==> src/rtl/clk_mux_pkg.sv <==
// Shared types for the clock-mux failover logic: FSM state encoding and select values.
package clk_mux_pkg;

    typedef enum logic [2:0] {
        ST_PRI      = 3'd0,
        ST_HOLD_BAK = 3'd1,
        ST_BAK      = 3'd2,
        ST_HOLD_PRI = 3'd3,
        ST_FAULT    = 3'd4
    } clk_mux_state_e;

    localparam logic SEL_PRI = 1'b0;
    localparam logic SEL_BAK = 1'b1;

endpackage

==> src/rtl/clk_mux_holdoff_timer.sv <==
// Holdoff down-counter: load HOLDOFF_CYCLES-1, decrement to zero, flag zero.
module clk_mux_holdoff_timer #(
    parameter int HOLDOFF_CYCLES = 1024
) (
    input  logic clk_ref,
    input  logic reset_in,
    input  logic load,
    input  logic dec,
    output logic zero
);

    localparam int W = $clog2(HOLDOFF_CYCLES + 1);

    // NOTE: declaration initializers give the same power-up value as reset on FPGA targets.
    logic [W-1:0] cnt_q = '0;
    logic [W-1:0] cnt_d;

    // NOTE: assign a default first in every always_comb so no latch is inferred.
    always_comb begin
        cnt_d = cnt_q;
        if (load) begin
            cnt_d = W'(HOLDOFF_CYCLES - 1);
        end else if (dec && (cnt_q != '0)) begin
            cnt_d = cnt_q - W'(1);
        end
    end

    // NOTE: non-blocking assignments so every register updates from pre-edge values.
    always_ff @(posedge clk_ref) begin
        if (reset_in) begin
            cnt_q <= '0;
        end else begin
            cnt_q <= cnt_d;
        end
    end

    assign zero = (cnt_q == '0);

endmodule

==> src/rtl/clk_failover_ctrl.sv <==
// Primary/backup clock failover controller driving a BUFGMUX select, with
// holdoff after each switch, optional auto-revert, and a saturating switch counter.
module clk_failover_ctrl
    import clk_mux_pkg::*;
#(
    parameter int HOLDOFF_CYCLES = 1024,
    parameter int RECOVER_CYCLES = 12500000,
    parameter int AUTO_REVERT    = 1,
    parameter int SWCNT_WIDTH    = 16
) (
    input  logic                   clk_ref,
    input  logic                   reset_in,
    input  logic                   stopped_pri,
    input  logic                   stopped_bak,
    output logic                   clk_sel,
    output logic                   all_stopped,
    output logic                   switch_pulse,
    output logic [SWCNT_WIDTH-1:0] switch_count,
    output logic [2:0]             state
);

    localparam int REC_W = $clog2(RECOVER_CYCLES + 1);
    localparam logic [REC_W-1:0] REC_MAX = REC_W'(RECOVER_CYCLES - 1);

    clk_mux_state_e         state_q = ST_PRI;
    clk_mux_state_e         state_d;
    logic                   clk_sel_q = SEL_PRI;
    logic                   clk_sel_d;
    logic                   all_stopped_q = 1'b0;
    logic                   all_stopped_d;
    logic                   switch_pulse_q = 1'b0;
    logic                   switch_pulse_d;
    logic [SWCNT_WIDTH-1:0] switch_count_q = '0;
    logic [SWCNT_WIDTH-1:0] switch_count_d;
    logic [REC_W-1:0]       rec_q = '0;
    logic [REC_W-1:0]       rec_d;

    logic timer_load;
    logic timer_dec;
    logic timer_zero;

    clk_mux_holdoff_timer #(
        .HOLDOFF_CYCLES(HOLDOFF_CYCLES)
    ) u_holdoff (
        .clk_ref (clk_ref),
        .reset_in(reset_in),
        .load    (timer_load),
        .dec     (timer_dec),
        .zero    (timer_zero)
    );

    always_comb begin
        state_d   = state_q;
        timer_dec = 1'b0;

        unique case (state_q)
            ST_PRI: begin
                if (stopped_pri && stopped_bak) state_d = ST_FAULT;
                else if (stopped_pri)           state_d = ST_HOLD_BAK;
            end
            ST_HOLD_BAK: begin
                timer_dec = 1'b1;
                if (timer_zero) state_d = ST_BAK;
            end
            ST_BAK: begin
                if (stopped_pri && stopped_bak) state_d = ST_FAULT;
                else if (stopped_bak)           state_d = ST_HOLD_PRI;
                else if ((AUTO_REVERT != 0) && !stopped_pri && (rec_q == REC_MAX))
                    state_d = ST_HOLD_PRI;
            end
            ST_HOLD_PRI: begin
                timer_dec = 1'b1;
                if (timer_zero) state_d = ST_PRI;
            end
            ST_FAULT: begin
                // Primary is preferred when both recover together.
                if (!stopped_pri)      state_d = clk_sel_q ? ST_HOLD_PRI : ST_PRI;
                else if (!stopped_bak) state_d = clk_sel_q ? ST_BAK : ST_HOLD_BAK;
            end
            default: state_d = ST_PRI;
        endcase

        timer_load = (state_d != state_q) &&
                     ((state_d == ST_HOLD_BAK) || (state_d == ST_HOLD_PRI));

        unique case (state_d)
            ST_HOLD_BAK, ST_BAK: clk_sel_d = SEL_BAK;
            ST_HOLD_PRI, ST_PRI: clk_sel_d = SEL_PRI;
            default:             clk_sel_d = clk_sel_q;
        endcase

        all_stopped_d  = (state_d == ST_FAULT);
        switch_pulse_d = (clk_sel_d != clk_sel_q);

        switch_count_d = switch_count_q;
        if (switch_pulse_d && (switch_count_q != '1)) begin
            switch_count_d = switch_count_q + SWCNT_WIDTH'(1);
        end

        // Counts consecutive healthy-primary samples while on backup only.
        rec_d = '0;
        if ((state_q == ST_BAK) && !stopped_pri) begin
            rec_d = (rec_q == REC_MAX) ? rec_q : rec_q + REC_W'(1);
        end
    end

    always_ff @(posedge clk_ref) begin
        if (reset_in) begin
            state_q        <= ST_PRI;
            clk_sel_q      <= SEL_PRI;
            all_stopped_q  <= 1'b0;
            switch_pulse_q <= 1'b0;
            switch_count_q <= '0;
            rec_q          <= '0;
        end else begin
            state_q        <= state_d;
            clk_sel_q      <= clk_sel_d;
            all_stopped_q  <= all_stopped_d;
            switch_pulse_q <= switch_pulse_d;
            switch_count_q <= switch_count_d;
            rec_q          <= rec_d;
        end
    end

    assign state        = state_q;
    assign clk_sel      = clk_sel_q;
    assign all_stopped  = all_stopped_q;
    assign switch_pulse = switch_pulse_q;
    assign switch_count = switch_count_q;

endmodule

==> config.mk <==
export PLATFORM = sky130hd
export DESIGN_NAME = clk_failover_ctrl
export DESIGN_NICKNAME = d
export VERILOG_FILES = /design/src/rtl/clk_mux_pkg.sv /design/src/rtl/clk_mux_holdoff_timer.sv /design/src/rtl/clk_failover_ctrl.sv
export SDC_FILE = /design/constraint.sdc
export NUM_CORES = 1
export LEC_CHECK = 0
export CAP_MARGIN = 20
export CELL_PAD_IN_SITES_DETAIL_PLACEMENT = 0
export CELL_PAD_IN_SITES_GLOBAL_PLACEMENT = 1
export CORE_MARGIN = 2
export CORE_UTILIZATION = 39
export CTS_CLUSTER_DIAMETER = 40
export DETAILED_ROUTE_END_ITERATION = 8
export PLACE_DENSITY_LB_ADDON = 0.1
export SETUP_SLACK_MARGIN = 0.02
export SKIP_CTS_REPAIR_TIMING = 1
export SYNTH_ARGS = -nofsm -noshare
export SYNTH_HDL_FRONTEND = slang
export SYNTH_SLANG_ARGS = --single-unit
export TNS_END_PERCENT = 5
==> constraint.sdc <==
create_clock -name clk_ref -period 2.75 [get_ports clk_ref]
set_clock_uncertainty 0.15 [all_clocks]
set_input_delay 0.825 -clock clk_ref [delete_from_list [all_inputs] [get_ports clk_ref]]
set_output_delay 0.825 -clock clk_ref [all_outputs]
set_load 0.05 [all_outputs]
Word level (Yosys, flattened, before mapping)
Cells that the tools add are included.
{"block": "totals", "regBits": 57, "latch_bits": 0, "ram_bits": 0, "romBits": 0, "in_bits": 4, "output_inout_bits": 22, "wordCells": 58, "memories": 0}
{"block": "op_classes", "n_addsub": 3, "multipliers": 0, "div": 0, "magnitude_cmp": 0, "n_eq_ne": 12, "shifts": 0, "muxes": 16, "n_bitwise": 1, "n_reduce_logical": 18}
{"op": "two-way mux 3 bit", "n": 9}
{"op": "adder 24 x 1 -> 24 bit, second input constant", "n": 1}
{"op": "equality test 24 bit, second input constant", "n": 1}
{"op": "two-way mux 10 bit", "n": 2}
{"op": "adder 16 x 1 -> 16 bit, second input constant", "n": 1}
{"op": "!= test 16 bit, second input constant", "n": 1}
{"op": "case mux 3 bit (5 select lines)", "n": 1}
{"op": "equality test 3 x 2 -> 1 bit, second input constant", "n": 4}
{"op": "zero test 11 bit", "n": 1}
{"op": "nonzero test 11 bit", "n": 1}
{"op": "subtractor 11 x 1 -> 11 bit, second input constant", "n": 1}
{"op": "OR reduction 2 bit", "n": 5}
{"op": "equality test 3 x 1 -> 1 bit, second input constant", "n": 2}
{"op": "equality test 3 bit, second input constant", "n": 2}
{"op": "logical AND 1 bit", "n": 6}
{"op": "zero test 3 bit", "n": 2}
{"op": "two-way mux 2 bit", "n": 2}
{"op": "!= test 3 bit", "n": 1}
{"op": "case mux 1 bit (2 select lines)", "n": 1}
{"op": "nonzero test 2 bit", "n": 1}
{"op": "zero test 1 bit", "n": 1}
{"op": "logical OR 1 bit", "n": 1}
{"op": "two-way mux 1 bit", "n": 1}
{"op": "!= test 1 bit", "n": 1}
{"op": "inverter 1 bit", "n": 1}

Longest topological paths before layout
{"block": "depth", "depth_word": 11, "depth_mapped": 12}

By module
Synthesis repeated with hierarchy kept, for this count alone.
{"block": "unflattened", "cells_unflattened": 374, "hier_area_um2": 3183.1}
{"mod": "clk_failover_ctrl", "instances": 1, "cells_each": 307, "area_each_um2": 2595.0}
{"mod": "clk_mux_holdoff_timer", "instances": 1, "cells_each": 67, "area_each_um2": 588.1}

Worst setup path before layout
OpenSTA, ideal clock, no wires.
{"block": "synth_path", "kind": "reg-to-reg", "startpoint": "register state_q[1] (netlist: state[1])", "endpoint": "register switch_count_q[2] (netlist: switch_count[2])", "setup_ns": 0.121, "arrival_time_ns": 2.592, "required_time_ns": 2.479, "path_slack_ns": -0.112, "path_stages_with_launch": 10, "n_path_buf": 2, "path_cell_list": "dfxtp_1 > and3b_1 > or3_1 > nand3_1 > a22o_1 > buf_2 > xnor3_1 > buf_6 > nor3b_1 > mux2_2"}
{"block": "synth_via", "elab_chain_cells": 9, "word_cells_on_any_way": 24, "classes_between": "8 x eq/ne; 11 x mux; 5 x reduce/logical"}
{"element": "from (decl)", "line": "clk_failover_ctrl.sv:25", "source": "clk_mux_state_e state_q = ST_PRI;"}
{"element": "from (signal assigned)", "line": "clk_failover_ctrl.sv:116", "source": "state_q <= state_d;"}
{"element": "two-way mux 3 bit", "line": "clk_failover_ctrl.sv:68", "source": "else if ((AUTO_REVERT != 0) && !stopped_pri && (rec_q == REC_MAX))"}
{"element": "two-way mux 3 bit", "line": "clk_failover_ctrl.sv:67", "source": "else if (stopped_bak) state_d = ST_HOLD_PRI;"}
{"element": "two-way mux 3 bit", "line": "clk_failover_ctrl.sv:66", "source": "if (stopped_pri && stopped_bak) state_d = ST_FAULT;"}
{"element": "case mux 3 bit (5 select lines) (*)", "line": "clk_failover_ctrl.sv:56", "source": "unique case (state_q)"}
{"element": "equality test 3 x 2 -> 1 bit, or another cell as far along", "line": "clk_failover_ctrl.sv:86", "source": "unique case (state_d)"}
{"element": "OR reduction 2 bit", "line": "clk_failover_ctrl.sv:86"}
{"element": "case mux 1 bit (2 select lines) (*)", "line": "clk_failover_ctrl.sv:86"}
{"element": "!= test 1 bit (*)", "line": "clk_failover_ctrl.sv:93", "source": "switch_pulse_d = (clk_sel_d != clk_sel_q);"}
{"element": "logical AND 1 bit (*)", "line": "clk_failover_ctrl.sv:96", "source": "if (switch_pulse_d && (switch_count_q != '1)) begin"}
{"element": "to (signal assigned)", "line": "clk_failover_ctrl.sv:120", "source": "switch_count_q <= switch_count_d;"}
{"element": "to (decl)", "line": "clk_failover_ctrl.sv:33", "source": "logic [SWCNT_WIDTH-1:0] switch_count_q = '0;"}
Every way passes the cells marked *; elsewhere a longest branch is shown, timed or not.
A chain may end at the register's enable or synchronous reset.

Worst setup path after layout
{"block": "layout_path", "startpoint": "register rec_q[0]", "endpoint": "register switch_count_q[4] (netlist: switch_count[4])"}
{"block": "layout_via", "elab_chain_cells": 11, "word_cells_on_any_way": 15, "classes_between": "5 x eq/ne; 5 x mux; 5 x reduce/logical"}
{"element": "from (decl)", "line": "clk_failover_ctrl.sv:35", "source": "logic [REC_W-1:0] rec_q = '0;"}
{"element": "from (signal assigned)", "line": "clk_failover_ctrl.sv:121", "source": "rec_q <= rec_d;"}
{"element": "equality test 24 bit (*)", "line": "clk_failover_ctrl.sv:68"}
{"element": "logical AND 1 bit (*)", "line": "clk_failover_ctrl.sv:68"}
{"element": "two-way mux 3 bit (*)", "line": "clk_failover_ctrl.sv:68"}
{"element": "two-way mux 3 bit (*)", "line": "clk_failover_ctrl.sv:67"}
{"element": "two-way mux 3 bit (*)", "line": "clk_failover_ctrl.sv:66"}
{"element": "case mux 3 bit (5 select lines) (*)", "line": "clk_failover_ctrl.sv:56"}
{"element": "equality test 3 x 2 -> 1 bit, or another cell as far along", "line": "clk_failover_ctrl.sv:86"}
{"element": "OR reduction 2 bit", "line": "clk_failover_ctrl.sv:86"}
{"element": "case mux 1 bit (2 select lines) (*)", "line": "clk_failover_ctrl.sv:86"}
{"element": "!= test 1 bit (*)", "line": "clk_failover_ctrl.sv:93"}
{"element": "logical AND 1 bit (*)", "line": "clk_failover_ctrl.sv:96"}
Marks and branches as above.

==> impl_metrics.json <==
{
  "grt_use_met2_pct": 29.0,
  "timing.reg2reg.setup_slack_ns": -0.07,
  "dp_hpwl_um": 4870,
  "fin_tns_setup_ns": -0.617,
  "timing.critical_path.max_delay_family": "simple AND/OR/NAND/NOR gates",
  "design.final.nets": 431,
  "grt_util_met3_pct": 3.51,
  "critical_path.reg2reg.endpoint": "switch_count[4]$_SDFFE_PP0P_",
  "first_pass_grt_wire_length_um": 12300,
  "max-vdd-ir-drop_mv": 0.263,
  "n_fill_cell": 696,
  "hold_start": "switch_count[1]$_SDFFE_PP0P_",
  "root_buffer": "sky130_fd_sc_hd__clkbuf_8",
  "die_height_um": 90.3,
  "synthAdderAreaFrac_pct": 1.72,
  "layout-drive-gt1-share_pct": 25.2,
  "seq_area_frac_synth_pct": 39.3,
  "criticalPathCategory": "flop to flop",
  "ff2ff_path_depth": 10,
  "failed_checks": "negative setup slack",
  "final.period_utilization_pct": 103,
  "clock.fmax_mhz": 354,
  "ys_top_cells_by_count": "sky130_fd_sc_hd__dfxtp_1 (57), sky130_fd_sc_hd__nor2_1 (39), sky130_fd_sc_hd__nand2_1 (30)",
  "syn_to_final_growth_pct": 37.7,
  "insertedDiodeCount": 0,
  "switching_share_pct": 29.2,
  "switchingPower_mw": 0.675,
  "cp_slowest_stage_delay_ns": 0.41,
  "grt_max_degree": 25,
  "finalSetupViolCount": 12,
  "io_buffer_count": 25,
  "period_minus_slack_ns": 2.82,
  "detail-route-antenna-nets": 0,
  "grt_pass1_vias": 2706,
  "top_usage_layer": "met2",
  "largest_family_of_logic_cells_by_synthesized_area": "simple AND/OR/NAND/NOR gates",
  "synthesized_area_fraction_occupied_by_ao_oa_aoi_and_oai_cells_pct": 13.1,
  "globalRouteOverflowTotal": 0,
  "drc": 0,
  "yosys.area.top_type": "sky130_fd_sc_hd__dfxtp_1",
  "clock_sinks": 57,
  "tritoncts_clock_tree": "done",
  "die-area_sq_mm": 0.00815,
  "portion_of_netlist_area_occupied_by_mux_cells_pct": 2.63,
  "final_routed_wirelength_across_all_metal_layers_um": 6930,
  "setup.worst_path.end_class": "flop",
  "finish.cell_count_without_fillers": 527,
  "share_of_the_synthesized_area_in_the_top_cell_type_pct": 39.3,
  "critical_path_buf_inv_count": 2,
  "place.gp.congestion": 0.803,
  "h-tree-depth": 3,
  "ys.warnings.count": 0,
  "internal_power_mw": 1.63,
  "cts.reportedPaths.clkPinSlew_ns": 0.07,
  "clock_latency_ns": 0.33,
  "per_instance_average_area_after_synthesis_sq_um": 8.41,
  "powerDensity_mw_per_mm2": 578,
  "post-synth-top-count-cell": "sky130_fd_sc_hd__dfxtp_1",
  "mappedNetlistNets": 353,
  "netlist-cell-type-count": 51,
  "seq_power_share_pct": 39.4,
  "outcome": "complete, but fails checks",
  "drt_initial_violations": 110,
  "synth_seq_cells": 57,
  "route.vias.total": 2725,
  "power.share.clock_pct": 37.5,
  "crit_slowest_cell": "sky130_fd_sc_hd__xnor3_2",
  "timing.max_cap.violations": 0,
  "maxSlewViolCount": 0,
  "dpl_worst_slack_ns": -0.547,
  "detail_route.wl_per_cell_um": 13.1,
  "grt_usage_pct": 18.2,
  "cp_cell_sequence": "ha_1 -> nand3b_1 -> nor4_2 -> buf_4 -> nand4b_1 -> a22o_1 -> xnor3_2 -> buf_12 -> nor3b_1 -> mux2_2",
  "synth-simple-area-share_pct": 32.1,
  "timing.final.hold_violations": 0,
  "vias_per_cell": 5.17,
  "cp_data_required_time_ns": 2.82,
  "timing.hold.worst_path_depth": 2,
  "synth_flop_cell": "sky130_fd_sc_hd__dfxtp_1",
  "pin_count": 26,
  "clockBufferDepth": 2,
  "row_count": 31,
  "floorplan.initialDensity_pct": 40.2,
  "grt_setup_unrepaired": "yes",
  "fp.coreArea_sq_mm": 0.00721,
  "worstHoldPathType": "flop to flop",
  "path_depth": 10,
  "worst_case_headroom_to_the_max_slew_limit_pct": 66.5,
  "netlist_instances": 345,
  "die_w_um": 90.3,
  "postLayoutSetupSlackWorst_ns": -0.0716,
  "crit-reg2reg-launch": "rec_q[0]$_SDFFE_PP0P_",
  "synth_top_cells_by_area": "sky130_fd_sc_hd__dfxtp_1 (39%), sky130_fd_sc_hd__nor2_1 (5.0%), sky130_fd_sc_hd__a21oi_1 (4.5%), sky130_fd_sc_hd__xor2_1 (4.2%), sky130_fd_sc_hd__nand2_1 (3.9%)",
  "comb_power_share_pct": 23.0,
  "worst_path_maximum_fanout": 12,
  "leakagePower_nw": 1.44,
  "worst_setup_sp_type": "flop",
  "antenna_violations_before_repair": 0,
  "critical_path_arrival_ns": 2.89,
  "drt_pass1_iterations": 4,
  "groute.layer.met1.usage_pct": 24.3,
  "hold_end": "switch_count[1]$_SDFFE_PP0P_",
  "cts_inserted_buffers": 9,
  "synth_xor_xnor_area_share_pct": 7.93,
  "ys_async_sr_fraction_pct": 0,
  "placed_cells": 508,
  "worst-slew-pin-transition_ns": 0.500,
  "synth_edf_count": 0,
  "synthesis.area_sq_mm": 0.00290
}
[layout by cell type (no fill, tap or decap), drive strengths merged, types with 7 or more instances in the layout]
cell / instances
dfxtp: 57
buf: 54
nor2: 39
nand2: 30
a21oi: 26
clkdlybuf4s50: 23
or3: 15
nand3: 14
xor2: 14
o21ai: 13
clkbuf: 11
nand4: 10
inv: 10
nor4: 9
and3: 8
or4: 8
xnor2: 7
nor2b: 7
[area by class of cell]
cell class | count | area (sq um) | area share [%]
inverter | 9 | 33.8 | 0.845
multi-input combinational | 266 | 1780 | 44.4
sequential | 57 | 1150 | 28.7
tap | 99 | 124 | 3.10
timing repair buffer | 80 | 698 | 17.5
clock inverter | 6 | 91.3 | 2.29
clock buffer | 10 | 128 | 3.19
[cell families after synthesis]
kind of cell	after synthesis
flops	57
simple gates	170
buf+inv	22
xor+xnor	23
compound gates	62
fa+ha+maj	4
mux	7
[power groups by stage]
stage / combinational [mW] / sequential [mW] / clock (mW)
2_1_floorplan: 0.227 / 0.992 / 0
3_3_place_gp: 0.450 / 0.928 / 0
3_5_place_dp: 0.453 / 0.928 / 0
4_1_cts: 0.455 / 0.910 / 0.896
5_1_grt: 0.579 / 0.917 / 0.933
6_report: 0.532 / 0.910 / 0.867
[flip-flops by register name, summed over array words and instances (netlist names)]
signal	flops
rec_q	24
switch_count	16
u_holdoff.cnt_q	11
state	3
all_stopped	1
clk_sel	1
switch_pulse	1
[worst max path at each step]
stage                     startpoint                            to  slack [ns]
3_3_place_gp             stopped_pri  switch_count[4]$_SDFFE_PP0P_       -0.52
2_1_floorplan            stopped_pri  switch_count[2]$_SDFFE_PP0P_       0.002
5_1_grt        rec_q[0]$_SDFFE_PP0P_  switch_count[7]$_SDFFE_PP0P_       -0.21
6_report       rec_q[0]$_SDFFE_PP0P_  switch_count[4]$_SDFFE_PP0P_       -0.07
3_5_place_dp             stopped_pri  switch_count[4]$_SDFFE_PP0P_       -0.55
4_1_cts                  stopped_pri  switch_count[4]$_SDFFE_PP0P_       -0.20
[routing by layer]
| metal | part of all wire, % | vias up |
|---|---|---|
| met5 | 0 | - |
| met4 | 1.1 | 0 |
| met3 | 3.0 | 7 |
| met2 | 47 | 38 |
| met1 | 49 | 1278 |
| li1 | - | 1402 |
[stage by stage]
step / utilization [%] / hold slack (ns) / area (sq um) / power (mW)
3_5_place_dp: 50.2 / 0.345 / 3620 / 1.38
3_3_place_gp: 50.2 / 0.333 / 3620 / 1.38
6_report: 55.4 / 0.353 / 4000 / 2.31
5_1_grt: 55.4 / 0.394 / 4000 / 2.43
2_1_floorplan: - / 0.325 / 2910 / 1.22
4_1_cts: 53.2 / 0.357 / 3840 / 2.26
[worst register-to-register path: stages, from the launching register on]
cell                       delay, ns
sky130_fd_sc_hd__dfxtp_2        0.33
sky130_fd_sc_hd__ha_1           0.16
sky130_fd_sc_hd__nand3b_1       0.11
sky130_fd_sc_hd__nor4_2         0.28
sky130_fd_sc_hd__buf_4          0.16
sky130_fd_sc_hd__nand4b_1       0.12
sky130_fd_sc_hd__a22o_1         0.27
sky130_fd_sc_hd__xnor3_2        0.41
sky130_fd_sc_hd__buf_12         0.16
sky130_fd_sc_hd__nor3b_1        0.21
sky130_fd_sc_hd__mux2_2         0.35
(Power assumes the default switching activity.)
